$ cat config.mk
export PLATFORM = sky130hd
export DESIGN_NAME = usb_tx_sched
export DESIGN_NICKNAME = d
export VERILOG_FILES = /design/src/rtl/usb_tx_pkg.sv /design/src/rtl/usb_bit_stuffer.sv /design/src/rtl/usb_tx_sched.sv
export SDC_FILE = /design/constraint.sdc
export NUM_CORES = 1
export LEC_CHECK = 0
export BUFFER_PORTS_ARGS = -buffer_cell sky130_fd_sc_hd__buf_2
export CAP_MARGIN = 5
export CELL_PAD_IN_SITES_DETAIL_PLACEMENT = 1
export CELL_PAD_IN_SITES_GLOBAL_PLACEMENT = 2
export CORE_ASPECT_RATIO = 1.4
export CORE_MARGIN = 2
export CORE_UTILIZATION = 34
export DETAILED_ROUTE_END_ITERATION = 7
export PLACE_DENSITY_LB_ADDON = 0.1
export SLEW_MARGIN = 20
export SYNTH_ARGS = -nofsm -noshare
export SYNTH_HDL_FRONTEND = slang
export SYNTH_SLANG_ARGS = --single-unit
export TNS_END_PERCENT = 10
$ cat constraint.sdc
create_clock -name clk -period 2.6 [get_ports clk]
set_input_delay 0.13 -clock clk [delete_from_list [all_inputs] [get_ports clk]]
set_output_delay 0.13 -clock clk [all_outputs]
set_load 0.01 [all_outputs]
$ cat src/rtl/usb_tx_pkg.sv
`default_nettype none
// ============================================================================
// Module      : usb_tx_pkg
// Description : Shared encodings, state type and defaults for the USB
//               transmit-side packet scheduler.
// Revision    : 1.0 - initial release
// ============================================================================
package usb_tx_pkg;

    // External bit-select mux encodings, one per packet source
    localparam logic [1:0] SEL_TOKEN  = 2'b01;
    localparam logic [1:0] SEL_DATA   = 2'b11;
    localparam logic [1:0] SEL_HSHAKE = 2'b10;

    // Default run length of 1s that forces a stuffed 0
    localparam int         STUFF_LEN_DEF = 6;

    // Default SYNC field, transmitted LSB first: 0,0,0,0,0,0,0,1
    localparam logic [7:0] SYNC_PAT_DEF  = 8'h80;

    // Packet sequencing states
    typedef enum logic [2:0] {
        ST_IDLE       = 3'd0,
        ST_SYNC       = 3'd1,
        ST_PAYLOAD    = 3'd2,
        ST_STUFF_TAIL = 3'd3,
        ST_EOP        = 3'd4,
        ST_EOP_J      = 3'd5
    } tx_state_t;

endpackage
`default_nettype wire

$ cat src/rtl/usb_bit_stuffer.sv
`default_nettype none
// ============================================================================
// Module      : usb_bit_stuffer
// Description : Tracks the run of consecutive transmitted 1s and flags when
//               the next bit-time must carry a stuffed 0.
// Revision    : 1.0 - initial release
// ============================================================================
module usb_bit_stuffer
    import usb_tx_pkg::*;
#(
    parameter int STUFF_LEN = STUFF_LEN_DEF
) (
    input  logic clk,
    input  logic rst,
    input  logic bit_en,
    input  logic bit_in,
    input  logic load_one,
    input  logic clear,
    output logic stuff_now,
    output logic stuff_next
);

    localparam logic [2:0] c_LIMIT    = 3'(STUFF_LEN);
    localparam logic [2:0] c_LIMIT_M1 = 3'(STUFF_LEN - 1);

    logic [2:0] r_ones_cnt;

    // Run-length counter: seeded with 1 after SYNC, reset by a stuff bit or a 0
    always_ff @(posedge clk) begin
        if (rst) begin
            r_ones_cnt <= 3'd0;
        end else if (bit_en) begin
            if (load_one) begin
                r_ones_cnt <= 3'd1;
            end else if (clear) begin
                r_ones_cnt <= 3'd0;
            end else if (stuff_now) begin
                r_ones_cnt <= 3'd0;
            end else if (bit_in) begin
                r_ones_cnt <= r_ones_cnt + 3'd1;
            end else begin
                r_ones_cnt <= 3'd0;
            end
        end
    end

    // stuff_now: this bit-time is a stuff bit; stuff_next: consuming bit_in
    // now completes a run, so the following bit-time must be stuffed
    always_comb begin
        stuff_now  = (r_ones_cnt == c_LIMIT);
        stuff_next = !stuff_now && bit_in && (r_ones_cnt == c_LIMIT_M1);
    end

endmodule
`default_nettype wire

$ cat src/rtl/usb_tx_sched.sv
`default_nettype none
// ============================================================================
// Module      : usb_tx_sched
// Description : Arbitrates handshake/token/data sources onto one serial
//               transmit lane and sequences SYNC, stuffed payload and EOP.
// Revision    : 1.0 - initial release
// ============================================================================
module usb_tx_sched
    import usb_tx_pkg::*;
#(
    parameter int         STUFF_LEN = STUFF_LEN_DEF,
    parameter logic [7:0] SYNC_PAT  = SYNC_PAT_DEF
) (
    input  logic       clk,
    input  logic       rst,
    input  logic       bit_en,
    input  logic       hs_req,
    input  logic       tok_req,
    input  logic       data_req,
    input  logic       hs_last,
    input  logic       tok_last,
    input  logic       data_last,
    input  logic       src_bit,
    output logic [1:0] sel,
    output logic       hs_rd,
    output logic       tok_rd,
    output logic       data_rd,
    output logic       tx_bit,
    output logic       tx_se0,
    output logic       tx_oe,
    output logic       busy,
    output logic       done
);

    tx_state_t  r_state, w_state_nxt;
    logic [1:0] r_sel, w_sel_nxt;
    logic [2:0] r_cnt, w_cnt_nxt;
    logic       r_eop, w_eop_nxt;
    logic       r_tx_bit, w_tx_bit_nxt;
    logic       r_tx_se0, w_tx_se0_nxt;
    logic       r_tx_oe, w_tx_oe_nxt;
    logic       r_done, w_done_nxt;

    logic       w_load_one;
    logic       w_consume;
    logic       w_last;
    logic       w_stuff_clear;
    logic       w_stuff_now;
    logic       w_stuff_next;

    // Outside PAYLOAD the run counter is forced to zero; the SYNC exit seeds it
    assign w_stuff_clear = (r_state != ST_PAYLOAD);

    usb_bit_stuffer #(
        .STUFF_LEN (STUFF_LEN)
    ) u_stuffer (
        .clk        (clk),
        .rst        (rst),
        .bit_en     (bit_en),
        .bit_in     (src_bit),
        .load_one   (w_load_one),
        .clear      (w_stuff_clear),
        .stuff_now  (w_stuff_now),
        .stuff_next (w_stuff_next)
    );

    // Final-bit flag of whichever source currently holds the grant
    always_comb begin
        case (r_sel)
            SEL_HSHAKE: w_last = hs_last;
            SEL_TOKEN:  w_last = tok_last;
            SEL_DATA:   w_last = data_last;
            default:    w_last = 1'b0;
        endcase
    end

    // Next-state and next-output logic; everything holds unless bit_en is high
    always_comb begin
        w_state_nxt  = r_state;
        w_sel_nxt    = r_sel;
        w_cnt_nxt    = r_cnt;
        w_eop_nxt    = r_eop;
        w_tx_bit_nxt = r_tx_bit;
        w_tx_se0_nxt = r_tx_se0;
        w_tx_oe_nxt  = r_tx_oe;
        w_done_nxt   = 1'b0;
        w_load_one   = 1'b0;
        w_consume    = 1'b0;

        if (bit_en) begin
            case (r_state)
                ST_IDLE: begin
                    w_tx_bit_nxt = 1'b1;
                    w_tx_se0_nxt = 1'b0;
                    w_tx_oe_nxt  = 1'b0;
                    // Requests only matter here; the grant is frozen until done
                    if (hs_req) begin
                        w_sel_nxt   = SEL_HSHAKE;
                        w_state_nxt = ST_SYNC;
                        w_cnt_nxt   = 3'd0;
                    end else if (tok_req) begin
                        w_sel_nxt   = SEL_TOKEN;
                        w_state_nxt = ST_SYNC;
                        w_cnt_nxt   = 3'd0;
                    end else if (data_req) begin
                        w_sel_nxt   = SEL_DATA;
                        w_state_nxt = ST_SYNC;
                        w_cnt_nxt   = 3'd0;
                    end
                end
                ST_SYNC: begin
                    w_tx_bit_nxt = SYNC_PAT[r_cnt];
                    w_tx_se0_nxt = 1'b0;
                    w_tx_oe_nxt  = 1'b1;
                    w_cnt_nxt    = r_cnt + 3'd1;
                    if (r_cnt == 3'd7) begin
                        // SYNC ends in a 1, which counts toward the first stuff run
                        w_state_nxt = ST_PAYLOAD;
                        w_load_one  = 1'b1;
                    end
                end
                ST_PAYLOAD: begin
                    w_tx_se0_nxt = 1'b0;
                    w_tx_oe_nxt  = 1'b1;
                    if (w_stuff_now) begin
                        // Stuff bit: source is not popped and its last flag is ignored
                        w_tx_bit_nxt = 1'b0;
                    end else begin
                        w_tx_bit_nxt = src_bit;
                        w_consume    = 1'b1;
                        if (w_last) begin
                            w_eop_nxt   = 1'b0;
                            w_state_nxt = w_stuff_next ? ST_STUFF_TAIL : ST_EOP;
                        end
                    end
                end
                ST_STUFF_TAIL: begin
                    w_tx_bit_nxt = 1'b0;
                    w_tx_se0_nxt = 1'b0;
                    w_tx_oe_nxt  = 1'b1;
                    w_eop_nxt    = 1'b0;
                    w_state_nxt  = ST_EOP;
                end
                ST_EOP: begin
                    w_tx_bit_nxt = 1'b0;
                    w_tx_se0_nxt = 1'b1;
                    w_tx_oe_nxt  = 1'b1;
                    w_eop_nxt    = r_eop + 1'b1;
                    if (r_eop) begin
                        w_state_nxt = ST_EOP_J;
                    end
                end
                ST_EOP_J: begin
                    w_tx_bit_nxt = 1'b1;
                    w_tx_se0_nxt = 1'b0;
                    w_tx_oe_nxt  = 1'b1;
                    w_state_nxt  = ST_IDLE;
                    w_done_nxt   = 1'b1;
                end
                default: begin
                    w_state_nxt = ST_IDLE;
                end
            endcase
        end
    end

    // Pop strobes to the granted source; suppressed while reset is applied
    always_comb begin
        hs_rd   = w_consume && !rst && (r_sel == SEL_HSHAKE);
        tok_rd  = w_consume && !rst && (r_sel == SEL_TOKEN);
        data_rd = w_consume && !rst && (r_sel == SEL_DATA);
    end

    // State, grant, counters and line outputs
    always_ff @(posedge clk) begin
        if (rst) begin
            r_state  <= ST_IDLE;
            r_sel    <= SEL_TOKEN;
            r_cnt    <= 3'd0;
            r_eop    <= 1'b0;
            r_tx_bit <= 1'b1;
            r_tx_se0 <= 1'b0;
            r_tx_oe  <= 1'b0;
            r_done   <= 1'b0;
        end else begin
            r_state  <= w_state_nxt;
            r_sel    <= w_sel_nxt;
            r_cnt    <= w_cnt_nxt;
            r_eop    <= w_eop_nxt;
            r_tx_bit <= w_tx_bit_nxt;
            r_tx_se0 <= w_tx_se0_nxt;
            r_tx_oe  <= w_tx_oe_nxt;
            r_done   <= w_done_nxt;
        end
    end

    assign sel    = r_sel;
    assign tx_bit = r_tx_bit;
    assign tx_se0 = r_tx_se0;
    assign tx_oe  = r_tx_oe;
    assign done   = r_done;
    assign busy   = (r_state != ST_IDLE);

endmodule
`default_nettype wire

# Yosys cells after proc, flatten, opt, wreduce, memory -nomap -nowiden
# Memories as Yosys holds them, arrays and structs flattened. A register that Yosys moved wholly into a read port is not among the register bits.
# Cells that the tools add are included.
# W data, S select, Z words.
word_totals:
  register_bits: 16
  latch_bits: 0
  ramBits: 0
  rom_bits: 8
  input_bits: 10
  out_inout_bits: 10
  elab_cells: 98
  n_memories: 1
memory_table:
  columns: ["memory", "words", "word_bits", "read_ports", "rd_ports_with_merged_regs", "write_ports", "line", "rtl"]
  rows:
  - ["(name not given)", 8, 1, 1, 1, 0, "usb_tx_sched.sv:112", "w_tx_bit_nxt = SYNC_PAT[r_cnt];"]
classes:
  add_sub_neg: 3
  n_mul: 0
  div: 0
  order_cmp: 1
  n_eq_ne: 17
  n_shift: 0
  n_mux: 38
  bitwise: 1
  n_reduce_logical: 28
op_table:
  columns: ["cell", "n"]
  rows:
  - ["$mux W3", 17]
  - ["$eq A3 B3 Y1 const B", 5]
  - ["$pmux W3 S5", 1]
  - ["$mux W1", 11]
  - ["$reduce_or A5 Y1", 2]
  - ["$reduce_bool A3 Y1", 3]
  - ["$ne A2 B2 Y1 const B", 4]
  - ["$add A3 B1 Y3 const B", 2]
  - ["$eq A3 B2 Y1 const B", 2]
  - ["$logic_and A1 B1 Y1", 6]
  - ["$mux W2", 3]
  - ["$pmux W1 S3", 2]
  - ["$pmux W3 S2", 1]
  - ["$reduce_and A2 Y1", 3]
  - ["$reduce_and A3 Y1", 2]
  - ["$reduce_and A6 Y1", 1]
  - ["$reduce_bool A2 Y1", 3]
  - ["$reduce_or A2 Y1", 3]
  - ["$eq A2 B2 Y1 const B", 2]
  - ["$lt A3 B4 Y1 const B", 1]
  - ["$ne A4 B4 Y1 const B", 1]
  - ["$pmux W1 S2", 2]
  - ["$pmux W1 S4", 1]
  - ["$reduce_and A4 Y1", 1]
  - ["other kinds (8)", 9]

# Depth between registers and ports, before layout
# Gate-level depths: netlist (run 1).
logic_depth:
  word_depth: 8
  mapped_depth: 6

# By module
# Synthesis (run 1) repeated with hierarchy kept, for this count alone.
unflattened:
  cells_unflattened: 125
  area_unflattened_um2: 1071.0
modules_own_cells:
  columns: ["mod", "instances", "cells_each", "area_per_inst_um2", "seq_area_each_um2"]
  rows:
  - ["usb_tx_sched", 1, 101, 848.3, 280.3]
  - ["usb_bit_stuffer", 1, 24, 222.7, 60.1]

# Worst setup path before layout (run 1)
# Ideal clock, no wire load.
synth_timing:
  path_type: "reg2reg"
  start: "register u_stuffer.r_ones_cnt[0]"
  end: "register r_state[1]"
  setup_time_ns: 0.071
  t_arrival_ns: 1.481
  setup_slack_ns: 1.048
  stages_incl_launch_ff: 7
  period_less_slack_ns: 1.552
  cell_sequence: "dfxtp_1 -> inv_1 -> ha_1 -> and4b_1 -> a211oi_1 -> or4b_1 -> a21oi_1"
synth_between:
  elab_chain_cells: 8
  elab_cells_between_ends: 11
  cone_classes: "eq/ne (3); mux (4); reduce/logical (4)"
synth_rtl:
  columns: ["item", "line", "rtl"]
  rows:
  - ["start: declaration", "usb_bit_stuffer.sv:26", "logic [2:0] r_ones_cnt;"]
  - ["start signal: assignment", "usb_bit_stuffer.sv:40", "r_ones_cnt <= r_ones_cnt + 3'd1;"]
  - ["$eq A3 B3 Y1", "usb_bit_stuffer.sv:50", "stuff_now = (r_ones_cnt == c_LIMIT);"]
  - ["$logic_not A1 Y1", "usb_bit_stuffer.sv:51", "stuff_next = !stuff_now && bit_in && (r_ones_cnt == c_LIMIT_M1);"]
  - ["$logic_and A1 B1 Y1 (2 in series)", "usb_bit_stuffer.sv:51", null]
  - ["$mux W3", "usb_tx_sched.sv:133", "w_state_nxt = w_stuff_next ? ST_STUFF_TAIL : ST_EOP;"]
  - ["$mux W3", "usb_tx_sched.sv:131", "if (w_last) begin"]
  - ["$mux W3", "usb_tx_sched.sv:125", "if (w_stuff_now) begin"]
  - ["$pmux W3 S5", "usb_tx_sched.sv:91", "case (r_state)"]
  - ["end signal: assignment", "usb_tx_sched.sv:186", "r_state <= w_state_nxt;"]
  - ["end: declaration", "usb_tx_sched.sv:35", "tx_state_t r_state, w_state_nxt;"]
# Parallel ways exist; a longest one is shown, timed or not. The select of a mux whose other input is x is not followed.
# A chain may end at the register's enable or synchronous reset.

# Worst setup path in the final report (run 1)
layout_timing:
  start: "register r_state[1]"
  end: "output port hs_rd"
layout_between:
  elab_chain_cells: 5
layout_rtl:
  columns: ["item", "line", "rtl"]
  rows:
  - ["$eq A3 B2 Y1", "usb_tx_sched.sv:91", null]
  - ["$mux W1", "usb_tx_sched.sv:91", null]
  - ["$mux W1", "usb_tx_sched.sv:90", "if (bit_en) begin"]
  - ["$logic_and A1 B1 Y1 (2 in series)", "usb_tx_sched.sv:169", "hs_rd = w_consume && !rst && (r_sel == SEL_HSHAKE);"]
  - ["end: declaration", "usb_tx_sched.sv:25", "output logic hs_rd,"]
# No other way between the ends.

==> results of run 1 <==
==> stage by stage <==
stage,std cells,setup slack [ns],hold slack (ns)
after CTS,174,0.525,0.126
after floorplan,120,1.05,0.246
after global routing,174,0.360,0.137
after global placement,170,0.861,0.377
final,174,0.530,0.127
after detailed placement,170,0.808,0.399
==> registers in the layout, summed over array words and instances (netlist names), named ones only <==
register	flops
tx_oe	1
r_state	3
sel	2
r_cnt	3
tx_bit	1
r_eop	1
done	1
u_stuffer.r_ones_cnt	3
tx_se0	1
==> routing by layer <==
metal  up-vias  part of all wire  global-route usage
li1        482                 -                   -
met1       446              0.45               0.186
met5         -                 0                   0
met2        12              0.51               0.285
met3         4             0.023              0.0302
met4         0             0.013              0.0631
==> synthesized netlist by cell type, types with 2 or more instances <==
library cell / n / area [um2]
and4b_1: 2 / 20.0
nand2b_1: 2 / 12.5
nor4b_1: 2 / 17.5
buf_2: 4 / 20.0
or3_1: 3 / 18.8
nor2_1: 8 / 30.0
mux2i_1: 3 / 30.0
o31ai_1: 2 / 15.0
clkbuf_1: 2 / 7.51
a21boi_0: 2 / 15.0
and3_1: 2 / 12.5
inv_1: 5 / 18.8
nor4b_2: 2 / 30.0
nor3_1: 2 / 10.0
and2_1: 2 / 12.5
nor2b_1: 2 / 12.5
ha_1: 5 / 62.6
o21a_1: 2 / 15.0
nand2_1: 9 / 33.8
dfxtp_1: 17 / 340
a21oi_1: 10 / 50.1
o21ai_0: 3 / 15.0
a211oi_1: 3 / 22.5
a311oi_1: 2 / 17.5
==> final cells by class <==
type / count / area [um2] / area share
repair buffers: 19 / 95.1 / 0.0796
multi-input cells: 91 / 646 / 0.540
clock buffers: 4 / 45.0 / 0.0377
flip-flops and latches: 17 / 340 / 0.285
inverters: 6 / 22.5 / 0.0188
well taps: 37 / 46.3 / 0.0387
==> where the power goes <==
part / internal (uW) / total [uW] / switching (uW)
sequential: 268 / 281 / 13.9
clock: 109 / 198 / 89.0
combinational: 32.0 / 75.4 / 43.4
==> worst paths after layout <==
path	from	end	slack, ns
max	r_state[1]$_SDFFE_PP0P_	hs_rd	0.53
min	tok_req	sel[1]$_SDFFE_PP0P_	0.13
max reg2reg	r_state[2]$_SDFFE_PP0P_	tx_bit$_SDFFE_PP1P_	0.84
min reg2reg	r_cnt[1]$_SDFFE_PP0N_	r_cnt[1]$_SDFFE_PP0N_	0.49
==> cell families (layout without fill, tap and decap cells) <==
family | Yosys count | count (layout) | share of synthesized area
adder cells (fa/ha/maj) | 5 | 5 | 0.0604
XOR/XNOR | 1 | 1 | 0.00846
AND/OR/NAND/NOR | 48 | 48 | 0.297
flip-flops | 17 | 17 | 0.329
AO/OA/AOI/OAI | 34 | 34 | 0.228
buffers and inverters | 12 | 29 | 0.0483
multiplexers | 3 | 3 | 0.0290
==> worst max-delay path, cell delays in order (launching register included) <==
cell and delay (ns):
dfxtp_1 0.58, or3b_1 0.47, nor4b_2 0.31, nand2_1 0.10
nor2_1 0.09, buf_2 0.13
==> flow_summary.yaml, run 1 <==
clock_network:
  cts_hold_buf: 0
  clk_pin_slew_ns: 0.07
  worstSkewPairLatency_ns: 0.25
  cts.sinks: 17
  root_buffer: "clkbuf_8"
  htreeDepth: 1
  cts_buffer_depth: 2
  cts_tree: "built"
  cts_buffers: 3
  cts_setup_buffers: 0
  post_cts_resized: 0
placed_design:
  dpl_cell_area_um2: 1150
  hpwl_um: 1970
  port_buffers: 19
  gp_congestion: 0.779
cells_and_area:
  stdcell_area_um2: 1190
  mostFrequentLayoutCells: "buf_2 (19), dfxtp_1 (17), a21oi_1 (10)"
  nets: 153
  drive_gt1_frac: 0.212
  diodes: 0
  final_common_cell: "buf_2"
  post-route-util: 0.415
  fill_cells: 358
  area_delta_synth_final_pct: 15.3
logic_synthesis:
  yosys_warnings: 0
  syn_area_um2: 1040
  ys_seq_area_frac: 0.329
  synth_edf_count: 0
  synth_cell_types: 48
  async_flop_share: 0
  synth_ff_type: "dfxtp_1"
  synth-seq-cells: 17
  synth_nets: 135
  avgSynthCellArea_um2: 8.63
  synthCells: 120
die:
  core-area_um2: 2880
  rows: 23
  fp.dieH_um: 69.3
  start_util: 0.360
  ios: 20
  die-area_um2: 3510
  die_x_um: 50.7
global_routing:
  grt.overflow.total: 0
  grt_use_total: 0.161
  grt_max_degree: 18
  grt_first_pass_wirelength_um: 4370
  antenna_found_initial: 0
  grt_pass1_vias: 960
detailed_routing:
  drt_iter0_drc: 10
  drc_errors: 0
  wire_per_inst_um: 14.9
  num_vias: 944
  viasPerCell: 5.43
  wl_um: 2600
  drtAntennaViolNets: 0
  drtPass1Iterations: 4
critical_path:
  cp-end-kind: "output pin"
  crit_fanout: 15
  required_ns: 2.47
  cp.arrival_ns: 1.94
  r2r_cells: 4
  criticalPathCategory: "reg -> out"
  cp-start-kind: "register"
timing:
  final_hold_viol_count: 0
  slew_violations: 0
  timing.max_slew.rel_slack: 0.637
  fin_skew_ns: 0.00490
  min_period_over_period: 0.796
  max_slew.worst_pin.slew_ns: 0.530
  rsz0062_at_grt: "no"
  finalSetupViolations: 0
  max_freq_mhz: 483
  fin_tns_setup_ns: 0
  period_minus_slack_ns: 2.07
run_status:
  outcome: "finished, final reports clean"
hold_path:
  holdCritPathClass: "in -> reg"
  holdPathStages: 2
power:
  cellPowerDensity_nw_per_um2: 464
  p_leak_uw: 0.000484
  power_uw: 554
  peakVddDrop_mv: 0.287
flow_run:
  drv_cap: 0
(Power assumes the default switching activity.)
==> run 2: changes to the inputs <==
CORE_UTILIZATION = 32   (was 34)
clock period = 2.15 ns   (was 2.6 ns; I/O delays follow)
==> flow_summary.yaml, run 2 (synthesis gave the netlist of run 1 again) <==
timing:
  min_period_over_period: 0.909
  max_freq_mhz: 512
  finalSetupViolations: 0
  hold_ws_ns: 0.0993
  max_slew.worst_pin.slew_ns: 0.542
  fin_skew_ns: 0.00449
  timing.max_slew.rel_slack: 0.638
  period_minus_slack_ns: 1.95
  rsz0062_at_grt: "no"
  fin_tns_setup_ns: 0
  slew_violations: 0
  final_hold_viol_count: 0
critical_path:
  path_depth: 4
  crit_fanout: 16
  r2r_cells: 6
  cp.arrival_ns: 1.85
  required_ns: 2.04
  crit_buf_inv: 1
  cp_slowest_stage_delay_ns: 0.50
  crit_family: "simple AND/OR/NAND/NOR gates"
  cp-start-kind: "register"
  slowest_stage: "or3b_1"
  cp-end-kind: "output pin"
  criticalPathCategory: "reg -> out"
  crit_chain: "or3b_1 > nor4b_2 > and3b_1 > buf_2"
detailed_routing:
  drc_errors: 0
  drt-met1-wl_um: 1130
  drtPass1Iterations: 3
  highest_layer: "met4"
  wire_per_inst_um: 14.9
  drt_iter0_drc: 3
  wl_met3_um: 79
  viasPerCell: 5.43
  drtAntennaViolNets: 0
  wl_um: 2630
  num_vias: 956
  dr_wl_met2_um: 1360
power:
  peakVddDrop_mv: 0.358
  power_uw: 676
  p_leak_uw: 0.000487
  cellPowerDensity_nw_per_um2: 563
placed_design:
  port_buffers: 19
  dp_cells: 172
  hpwl_um: 2020
  gp_congestion: 0.792
cells_and_area:
  fill_cells: 382
  mostFrequentLayoutCells: "buf_2 (19), dfxtp_1 (16), a21oi_1 (10)"
  area_delta_synth_final_pct: 15.8
  final_common_cell: "buf_2"
  nets: 153
  drive_gt1_frac: 0.226
  diodes: 0
  post-route-util: 0.388
  reg.largest.list: "r_cnt (3), r_state (3), u_stuffer.r_ones_cnt (3)"
  instances_no_fill: 176
clock_network:
  worstSkewPairLatency_ns: 0.26
  cts_buffer_depth: 2
  clk_pin_slew_ns: 0.07
  cts.sinks: 17
  cts_hold_buf: 0
  root_buffer: "clkbuf_8"
  cts_tree: "built"
  cts_buffers: 3
  cts_setup_buffers: 0
  htreeDepth: 1
die:
  ios: 20
  start_util: 0.335
  fp.dieH_um: 71.3
  rows: 24
  die_x_um: 52.1
  die-area_um2: 3720
  core-area_um2: 3090
global_routing:
  grt.overflow.total: 0
  grt_pass1_vias: 992
  grt_first_pass_wirelength_um: 4600
  grt_max_degree: 18
  grt_use_total: 0.163
  antenna_found_initial: 0
hold_path:
  holdPathStages: 2
  holdCritPathClass: "in -> reg"
flow_run:
  drv_cap: 0
run_status:
  outcome: "finished, final reports clean"
==> run 2: stage by stage <==
stage	instance area [um2]	setup WS, ns
2_1_floorplan	1040	0.598
3_3_place_gp	1150	0.408
3_5_place_dp	1150	0.396
4_1_cts	1200	0.110
5_1_grt	1200	0.0465
6_report	1200	0.196
==> run 2: layout make-up <==
cell class              count  area, um2  share of cell area
clock buffers               3       41.3              0.0344
inverters                   6       22.5              0.0188
clock inverters             1       5.00             0.00417
well taps                  39       48.8              0.0407
flip-flops and latches     17        342               0.285
repair buffers             19       95.1              0.0792
multi-input cells          91        646               0.538
==> run 2: repair_timing <==
item	4_1_cts	5_1_grt
resized for setup	0	1
setup endpoints to repair	0	3
hold endpoints to repair	0	0
==> run 2: power breakdown <==
group	switching, uW	total (uW)	internal (uW)
clock network	116	245	129
registers	16.7	340	323
logic	52.2	90.8	38.7
==> run 2: path summary, 6_finish.rpt <==
path                                             start                      end  slack (ns)
setup / recovery               r_state[2]$_SDFFE_PP0P_                   tok_rd        0.20
hold / removal                                 tok_req      sel[1]$_SDFFE_PP0P_         0.1
setup reg to reg  u_stuffer.r_ones_cnt[0]$_SDFFE_PP0P_  r_state[1]$_SDFFE_PP0P_        0.37
hold reg to reg                  r_cnt[1]$_SDFFE_PP0N_    r_cnt[1]$_SDFFE_PP0N_        0.48
==> run 2: layer usage <==
| metal | global-route usage | up-vias |
|---|---|---|
| li1 | - | 479 |
| met1 | 0.188 | 455 |
| met2 | 0.284 | 15 |
| met3 | 0.0313 | 7 |
| met4 | 0.0673 | 0 |
| met5 | 0 | - |
==> run 3: changes to the inputs <==
CORE_UTILIZATION = 33   (was 32)
CTS_BUF_LIST = sky130_fd_sc_hd__clkbuf_8   (was unset)
==> flow_summary.yaml, run 3 (synthesis gave the netlist of run 1 again) <==
power:
  p_leak_uw: 0.000487
  peakVddDrop_mv: 0.339
  cellPowerDensity_nw_per_um2: 564
global_routing:
  grt_use_total: 0.165
  grt_max_degree: 18
  grt_first_pass_wirelength_um: 4550
  grt_pass1_vias: 969
  grt.overflow.total: 0
  antenna_found_initial: 0
hold_path:
  hp-start: "tok_req"
  holdCritPathClass: "in -> reg"
die:
  die-area_um2: 3610
  rows: 24
  start_util: 0.338
  ios: 20
  core-area_um2: 3060
  die_x_um: 51.4
  fp.dieH_um: 70.3
detailed_routing:
  wl_um: 2660
  wire_per_inst_um: 15.1
  drtAntennaViolNets: 0
  num_vias: 955
  drc_errors: 0
  drt_iter0_drc: 11
  drtPass1Iterations: 4
  viasPerCell: 5.43
clock_network:
  cts_setup_buffers: 0
  cts_tree: "built"
  cts_buffers: 3
  cts.sinks: 17
  cts_buffer_depth: 2
  root_buffer: "clkbuf_8"
  htreeDepth: 1
  worstSkewPairLatency_ns: 0.25
  cts_hold_buf: 0
  clk_pin_slew_ns: 0.07
cells_and_area:
  nets: 153
  mostFrequentLayoutCells: "buf_2 (19), dfxtp_1 (16), a21oi_1 (10)"
  final_common_cell: "buf_2"
  diodes: 0
  stdcell_area_um2: 1200
  drive_gt1_frac: 0.226
  area_delta_synth_final_pct: 15.8
  reg.largest.list: "r_cnt (3), r_state (3), u_stuffer.r_ones_cnt (3)"
critical_path:
  cp-start-kind: "register"
  criticalPathCategory: "reg -> out"
  required_ns: 2.04
  r2r-start: "r_cnt[0]$_SDFFE_PP0N_"
  cp-end-kind: "output pin"
  cp.arrival_ns: 1.86
  worstSetupStartpoint: "r_state[2]$_SDFFE_PP0P_"
  crit_fanout: 16
timing:
  fin_tns_setup_ns: 0
  period_minus_slack_ns: 1.97
  finalSetupViolations: 0
  timing.max_slew.rel_slack: 0.648
  rsz0062_at_grt: "no"
  final_hold_viol_count: 0
  fin_skew_ns: 0.00355
  min_period_over_period: 0.915
  max_freq_mhz: 508
  max_slew.worst_pin.slew_ns: 0.527
  slew_violations: 0
placed_design:
  gp_congestion: 0.787
  port_buffers: 19
  hpwl_um: 2020
  dpl_cell_area_um2: 1150
flow_run:
  drv_cap: 0
run_status:
  outcome: "finished, final reports clean"
run 3: area by class of cell:
cell class / instances / area, um2
clock inverter: 1 / 5.00
timing repair buffer: 19 / 95.1
tap: 39 / 48.8
fill: 391 / 1860
sequential: 17 / 342
inverter: 6 / 22.5
clock buffer: 3 / 41.3
multi-input combinational: 91 / 646
run 3: through the flow:
step	hold slack [ns]	power (uW)	cells	worst slack, ns	utilization
after floorplan	0.224	404	120	0.598	-
after detailed placement	0.369	440	172	0.393	0.376
after CTS	0.0994	685	176	0.108	0.391
after global placement	0.355	438	172	0.447	0.376
final	0.105	676	176	0.182	0.392
after global routing	0.120	713	176	0.0712	0.392
run 3: per-layer routing:
| metal | GRT usage | routed length, um | share of wire |
|---|---|---|---|
| met4 | 0.0702 | 50 | 0.019 |
| met3 | 0.0256 | 91 | 0.034 |
| met1 | 0.205 | 1090 | 0.41 |
| met5 | 0 | 0 | 0 |
| met2 | 0.278 | 1430 | 0.54 |
run 3: where the power goes:
group	internal (uW)	switching (uW)
sequential	323	17.2
clock	129	117
combinational	38.6	51.6
total	491	186
run 3: worst paths after layout:
kind	to	slack (ns)	cells past startpoint
hold / removal	sel[1]$_SDFFE_PP0P_	0.11	2
hold reg to reg	r_cnt[1]$_SDFFE_PP0N_	0.48	2
setup / recovery	tok_rd	0.18	4
setup reg to reg	r_state[2]$_SDFFE_PP0P_	0.40	6
run 3: worst max-delay path, stage by stage, from the launching register on:
cell and delay [ns]:
dfxtp_1 0.47, or3b_1 0.51, nor4b_2 0.31, and3b_1 0.19, buf_2 0.12
run 3: repair_timing:
item                                    4_1_cts  5_1_grt
hold endpoints to repair                      0        0
endpoints found under the setup margin        0        1
resized for setup                             0        1
